===== config.mk =====
export PLATFORM = sky130hd
export DESIGN_NAME = mix_tdm_sched
export DESIGN_NICKNAME = d
export VERILOG_FILES = /design/src/rtl/mix_tdm_sched.sv
export SDC_FILE = /design/constraint.sdc
export NUM_CORES = 1
export LEC_CHECK = 0
export ABC_AREA = 1
export ABC_CLOCK_PERIOD_IN_PS = 2200
export BUFFER_PORTS_ARGS = -buffer_cell sky130_fd_sc_hd__buf_2
export CORE_MARGIN = 3
export CORE_UTILIZATION = 59
export CTS_CLUSTER_DIAMETER = 60
export DETAILED_ROUTE_END_ITERATION = 8
export HOLD_SLACK_MARGIN = 0.08
export PLACE_DENSITY = 0.76
export SLEW_MARGIN = 20
export SYNTH_ARGS = -nofsm -noshare
export SYNTH_HDL_FRONTEND = slang
export SYNTH_SLANG_ARGS = --single-unit

===== constraint.sdc =====
create_clock -name clk -period 2.2 [get_ports clk]
set_input_delay 0 -clock clk [delete_from_list [all_inputs] [get_ports clk]]
set_output_delay 0 -clock clk [all_outputs]
set_load 0.1 [all_outputs]

===== src/rtl/mix_tdm_sched.sv =====
// rtl/mix_tdm_sched.sv - time-division scheduler sharing one mixer across NRX receiver channels
module mix_tdm_sched #(
    parameter int NRX     = 4,
    parameter int MIX_LAT = 3
) (
    input  logic            clk,
    input  logic            rst,
    input  logic            adc_valid,
    input  logic            wr_en,
    input  logic [2:0]      wr_addr,
    input  logic [31:0]     wr_data,
    input  logic [NRX-1:0]  ch_en,
    input  logic            phase_clr,
    output logic [31:0]     phi,
    output logic            mix_en,
    output logic            out_valid,
    output logic [2:0]      out_chan,
    output logic            frame_done,
    output logic            overrun
);

    typedef enum logic {IDLE, RUN} state_t;

    localparam logic [2:0] LAST_SLOT = 3'(NRX - 1);

    state_t      state_q, state_d;
    logic [2:0]  slot_q, slot_d;
    logic [31:0] phase_q [NRX];
    logic [31:0] phase_d [NRX];
    logic [31:0] freq_q  [NRX];
    logic [31:0] freq_d  [NRX];
    logic [31:0] shd_q   [NRX];
    logic [31:0] shd_d   [NRX];
    logic [31:0] phi_q, phi_d;
    logic        mix_en_q, mix_en_d;
    logic [2:0]  chan_q, chan_d;
    logic        last_q, last_d;
    logic        clr_q, clr_d;
    logic        ovr_q, ovr_d;

    // Slot tag delay line; stage MIX_LAT-1 lines up with the mixer output.
    logic        pv_q [MIX_LAT];
    logic        pv_d [MIX_LAT];
    logic [2:0]  pc_q [MIX_LAT];
    logic [2:0]  pc_d [MIX_LAT];
    logic        pl_q [MIX_LAT];
    logic        pl_d [MIX_LAT];

    always_comb begin
        state_d  = state_q;
        slot_d   = slot_q;
        phase_d  = phase_q;
        freq_d   = freq_q;
        shd_d    = shd_q;
        phi_d    = phi_q;
        mix_en_d = 1'b0;
        chan_d   = chan_q;
        last_d   = 1'b0;
        clr_d    = clr_q | phase_clr;
        ovr_d    = ovr_q;

        for (int k = 0; k < NRX; k++) begin
            if (wr_en && wr_addr == 3'(k)) shd_d[k] = wr_data;
        end

        case (state_q)
            IDLE: begin
                if (adc_valid) begin
                    state_d = RUN;
                    slot_d  = 3'd0;
                    // shd_d already holds a write landing on this same edge
                    freq_d  = shd_d;
                    if (clr_d) begin
                        for (int k = 0; k < NRX; k++) phase_d[k] = '0;
                        clr_d = 1'b0;
                    end
                end
            end
            RUN: begin
                if (adc_valid) ovr_d = 1'b1;
                chan_d = slot_q;
                last_d = (slot_q == LAST_SLOT);
                for (int k = 0; k < NRX; k++) begin
                    if (slot_q == 3'(k) && ch_en[k]) begin
                        phi_d      = phase_q[k];
                        mix_en_d   = 1'b1;
                        phase_d[k] = phase_q[k] + freq_q[k];
                    end
                end
                if (slot_q == LAST_SLOT) state_d = IDLE;
                else                     slot_d  = slot_q + 3'd1;
            end
            default: state_d = IDLE;
        endcase

        pv_d[0] = mix_en_q;
        pc_d[0] = chan_q;
        pl_d[0] = last_q;
        for (int i = 1; i < MIX_LAT; i++) begin
            pv_d[i] = pv_q[i-1];
            pc_d[i] = pc_q[i-1];
            pl_d[i] = pl_q[i-1];
        end
    end

    always_ff @(posedge clk or negedge rst) begin
        if (!rst) begin
            state_q  <= IDLE;
            slot_q   <= '0;
            phi_q    <= '0;
            mix_en_q <= 1'b0;
            chan_q   <= '0;
            last_q   <= 1'b0;
            clr_q    <= 1'b0;
            ovr_q    <= 1'b0;
            for (int k = 0; k < NRX; k++) begin
                phase_q[k] <= '0;
                freq_q[k]  <= '0;
                shd_q[k]   <= '0;
            end
            for (int i = 0; i < MIX_LAT; i++) begin
                pv_q[i] <= 1'b0;
                pc_q[i] <= '0;
                pl_q[i] <= 1'b0;
            end
        end else begin
            state_q  <= state_d;
            slot_q   <= slot_d;
            phi_q    <= phi_d;
            mix_en_q <= mix_en_d;
            chan_q   <= chan_d;
            last_q   <= last_d;
            clr_q    <= clr_d;
            ovr_q    <= ovr_d;
            phase_q  <= phase_d;
            freq_q   <= freq_d;
            shd_q    <= shd_d;
            pv_q     <= pv_d;
            pc_q     <= pc_d;
            pl_q     <= pl_d;
        end
    end

    assign phi        = phi_q;
    assign mix_en     = mix_en_q;
    assign out_valid  = pv_q[MIX_LAT-1];
    assign out_chan   = pc_q[MIX_LAT-1];
    assign frame_done = pl_q[MIX_LAT-1];
    assign overrun    = ovr_q;

endmodule

### Word-level counts from Yosys, hierarchy flattened

Index checks and enable logic that the tools add are counted.

* add/subtract/negate cells: 5
* equality and inequality tests: 13
* muxes and demuxes: 29
* bitwise gates (word level): 2
* reduce and logical (&&, ||, !) cells: 19

Operator list (number)
* 32-bit two-way mux: 12
* 128-bit two-way mux: 2
* 128-bit one-hot mux with 2 select lines: 1
* 32-bit adder: 4
* 3-bit by 2-bit equality test with 1-bit output (second input constant): 4
* 3-bit AND reduction: 4
* 1-bit two-way mux: 10
* 1-bit logical AND: 8
* 2-bit by 1-bit != test with 1-bit output (second input constant): 4
* 2-bit AND reduction: 4
* 3-bit by 1-bit equality test with 1-bit output (second input constant): 2
* 3-bit zero test: 2
* 3-bit two-way mux: 2
* 2-bit != test (second input constant): 3
* 3-bit one-hot mux with 2 select lines: 1
* 4-bit nonzero test: 1
* 3-bit by 1-bit adder with 3-bit output (second input constant): 1
* 1-bit one-hot mux with 2 select lines: 1
* 1-bit inverter: 1
* 1-bit OR: 1

* register bits after elaboration: 442
* input port bits: 44
* output and inout port bits: 39
* logic and storage cells: 97

### Longest topological paths before layout

* word-level depth: 7
* mapped depth: 13
* mapped depth without buffers: 13

### Worst setup path before layout

OpenSTA, ideal clock, no wires.

* path kind: register to register
* start: register phase_q[0] (netlist bit)
* end: register phase_q[16] (netlist bit)
* setup time: 0.126 ns
* arrival time: 1.686 ns
* data required time: 2.074 ns
* path slack: 0.388 ns
* stages on the path, launching flop included: 14
* buffers on the path: 0
* clock period less this slack: 1.812 ns
* cell sequence: dfrtp_1 ha_1 inv_1 fa_1 inv_1 nand3_1 nand3_1 nand2_1 nand2_1 nand3_1 nand2_1 nand2_1 nand2_1 o21ai_0

* word-level cells in the longest chain between the ends: 3

RTL lines
* start: declaration: line 28 `logic [31:0] phase_q [NRX];`
* start signal: assignment: line 135 `phase_q <= phase_d;`
* 32-bit adder: line 87 `phase_d[k] = phase_q[k] + freq_q[k];`
* 32-bit two-way mux: line 84 `if (slot_q == 3'(k) && ch_en[k]) begin`
* 128-bit one-hot mux with 2 select lines: line 66 `case (state_q)`

Every way passes these cells. The select of a mux whose other input is x is not followed.
A chain may end at the register's enable or synchronous reset.

### Final worst setup path

* start: register slot_q[1]
* end: register phi_q[28] (netlist: phi[28])

* word-level cells in the longest chain between the ends: 5
* elaborated cells between the ends (all ways): 13
* those cells by class: eq/ne (3); mux (3); reduce/logical (7)

RTL lines
* start: declaration: line 27 `logic [2:0] slot_q, slot_d;`
* start signal: assignment: line 128 `slot_q <= slot_d;`
* 3-bit by 1-bit equality test with 1-bit output: line 84
* 1-bit logical AND: line 84
* 32-bit two-way mux (3 in series): line 84
* end signal: assignment: line 129 `phi_q <= phi_d;`
* end: declaration: line 34 `logic [31:0] phi_q, phi_d;`

Several ways; a longest one is shown, not always the timed one.

==> run metrics <==
syn_nets approximately 4.0k; wire length after detailed routing approximately 85 mm; CP Class reg -> reg; global-route wire length before repair roughly 130 mm; Fmax 475 MHz; synthesized instance count roughly 3.8k; R2R cell count 6; origin of the critical flop-to-flop path slot_q[1]; synth warn 0; postcts setup bufs 0; worst reg2reg endpoint phi[28]; most frequent cell after synthesis nand2_1; pin count of the biggest net entering global routing 77; clock-pin slew on the worst setup and hold paths 0.07 ns; Place WS about 0.13 ns; Clock Tree Root clkbuf_16; Die X 217 µm; CP Buf/Inv Count 2; min-delay src ch_en[1]; setup ws final approximately 0.097 ns; top post-synthesis cells by count nand2_1 (1653), inv_1 (572), dfrtp_1 (442), o21ai_0 (214), nor2_1 (211); final cell count without fillers between 4k and 5k; vias 25.1k; DRC 0; fill cell count approximately 3.8k; slowest stage cell, crit path dfrtp_1; placed inst area about 28000 µm²; Initial DRC Count about 2.3k; CP arrival ~2.6 ns; power per cell area between 1000 and 1500 nW/µm²; GRT Util Overall 36.2%; Synth Area per Inst 6.86 µm²; period utilization roughly 96%; Worst setup SP type register; top sig layer met5; I/O pins 83; die height ~220 µm; CTS Buf Count slightly above 50; FP Rows 76; post-route minimum period around 2.1 ns; R2R Setup Slk slightly below 0.1 ns; leak pwr ~17 nW; DR vias/cell between 5 and 6; EDFF count, synth 0; share of cells above drive strength 1 around 7.4%; clk_skew between 0.015 and 0.02 ns; HPWL Detailed approximately 63 mm; Synth area leader dfrtp_1; Placed Instances 4482; post-synth top area share between 40% and 50%; drt wl/cell about 18 µm; Post-synth top flop dfrtp_1; Crit path required time ~2.7 ns; number of global-route vias before repair about 24k; worst setup path end phi[28]; met2 wire length roughly 38 mm; worst skew pair latency 0.60 ns; Pins Over Slew Limit 0; sequential share of the synthesized area 42.0%; Layout area overhead 14.3%; Detail Route Antenna Nets 0; Max FO, Critical Path 35; die area approximately 47000 µm²; Seq cells post-synth roughly 440; CTS max path bufs 3; endpoint class of the critical path register; Crit path max-delay family compound AO/OA/AOI/OAI gates; crit path launch slot_q[1]; Synth async-reset ratio 100%; synth top area cells dfrtp_1 (42%), nand2_1 (24%), inv_1 (8.2%); Synth Cell Area around 26000 µm²; first drt pass iteration count 6; Max-Slew Margin vs Limit 45.0%; Yosys cell types 36; Starting Density between 60% and 70%; status finished, final reports clean; TritonCTS clock tree built; gpl congestion 1.01; crit-path cells inv_1 > ha_1 > nand3_2 > buf_4 > o211ai_1 > a41oi_1; WL met3 7.01 mm; initial antenna violation count 8; Met1 Wirelength about 35 mm; Final TNS setup 0 ns; PortBufs about 80; grt ovf 0; slew at the pin with the worst max-slew slack between 0.8 and 0.9 ns; Worst path max stage delay 0.41 ns; total power slightly above 40 mW; Post-Layout Inst Area ~30000 µm²; max-cap violation count 0; Hold/Removal Path Class in -> reg; Max IR drop VDD between 1 and 1.5 mV; final hold vios 0; CTS sink count between 400 and 500; critical path depth 6; fin nets 4167; core area about 44000 µm²; H-tree depth 2; Final setup viols 0
worst min-delay path by stage:
stage          depth (start not counted)           to  slack (ns)
2_1_floorplan                          0    chan_q[0]       -0.30
3_3_place_gp                           1    shd_q[40]       0.006
3_5_place_dp                           1    shd_q[40]       0.004
4_1_cts                                6  phase_q[65]        0.08
5_1_grt                                6  phase_q[65]        0.15
6_report                               6  phase_q[65]        0.14
cell usage in the layout (no fill, tap or decap), types with 6 or more instances in the layout:
| cell type | n |
|---|---|
| inv_6 | 6 |
| o211ai_1 | 32 |
| a41oi_1 | 14 |
| o21ai_1 | 10 |
| ha_1 | 122 |
| inv_2 | 10 |
| buf_12 | 14 |
| clkbuf_8 | 8 |
| clkbuf_16 | 54 |
| nand4_1 | 12 |
| nand2_2 | 12 |
| inv_1 | 572 |
| o21bai_1 | 12 |
| buf_4 | 59 |
| a31oi_1 | 20 |
| xnor2_1 | 8 |
| xor2_1 | 8 |
| nand2_1 | 1642 |
| dlygate4sd3_1 | 39 |
| clkinv_2 | 6 |
| nor3_1 | 33 |
| a21oi_1 | 136 |
| o22ai_1 | 13 |
| clkbuf_1 | 9 |
| nor2_1 | 207 |
| dfrtp_1 | 442 |
| nand3_1 | 178 |
| nand3_2 | 7 |
| o21ai_0 | 213 |
| buf_2 | 81 |
final cells by class:
cell class / count / area (µm²) / area share, %
inverters: 584 / 2200 / 7.31
clock buffers: 70 / 1470 / 4.89
flip-flops and latches: 442 / 11100 / 36.8
clock inverters: 24 / 260 / 0.865
multi-input cells: 2715 / 12800 / 42.5
well taps: 585 / 732 / 2.43
repair buffers: 196 / 1570 / 5.22
diodes: 2 / 5.00 / 0.0166
where the power goes:
part           switching, mW  internal, mW
clock                   3.66          5.10
combinational           12.9          5.63
sequential              2.52          10.9
total                   19.0          21.6
layer usage:
layer / vias up / track usage [%]
met5: - / 0
met3: 228 / 5.78
met4: 4 / 15.2
met2: 1022 / 58.4
li1: 12300 / -
met1: 11600 / 49.1
worst register-to-register path: stages (launching register included):
cell and delay [ns]:
dfrtp_1 0.41, inv_1 0.17, ha_1 0.19, nand3_2 0.27, buf_4 0.36, o211ai_1 0.37, a41oi_1 0.18
metrics by stage:
stage	utilization, %	hold WS, ns
floorplan	-	-0.296
global placement	63.9	0.00630
detailed placement	63.9	0.00414
CTS	68.7	0.0843
global route	69.1	0.152
finish	69.1	0.138
flip-flops by register name (all words and copies together) (netlist names):
register,count
out_valid,1
pl_d,2
pv_d,2
pc_d,6
state_q,1
out_chan,3
shd_q,128
phase_q,128
frame_done,1
overrun,1
slot_q,3
chan_q,3
phi,32
last_q,1
clr_q,1
freq_q,128
mix_en,1
timing repair:
| item | 4_1_cts | 5_1_grt |
|---|---|---|
| resized for setup | 0 | 27 |
| endpoints found under the hold margin | 714 | 0 |
| hold buffers | 39 | 0 |
| setup endpoints to repair | 0 | 29 |
cell families after synthesis:
logic type,synth area share (%)
AND/OR/NAND/NOR,31.5
buffers and inverters,9.99
AO/OA/AOI/OAI,9.55
flip-flops,42.0
adder cells (fa/ha/maj),6.44
XOR/XNOR,0.532
No activity file was read; power rests on OpenSTA's default activity.
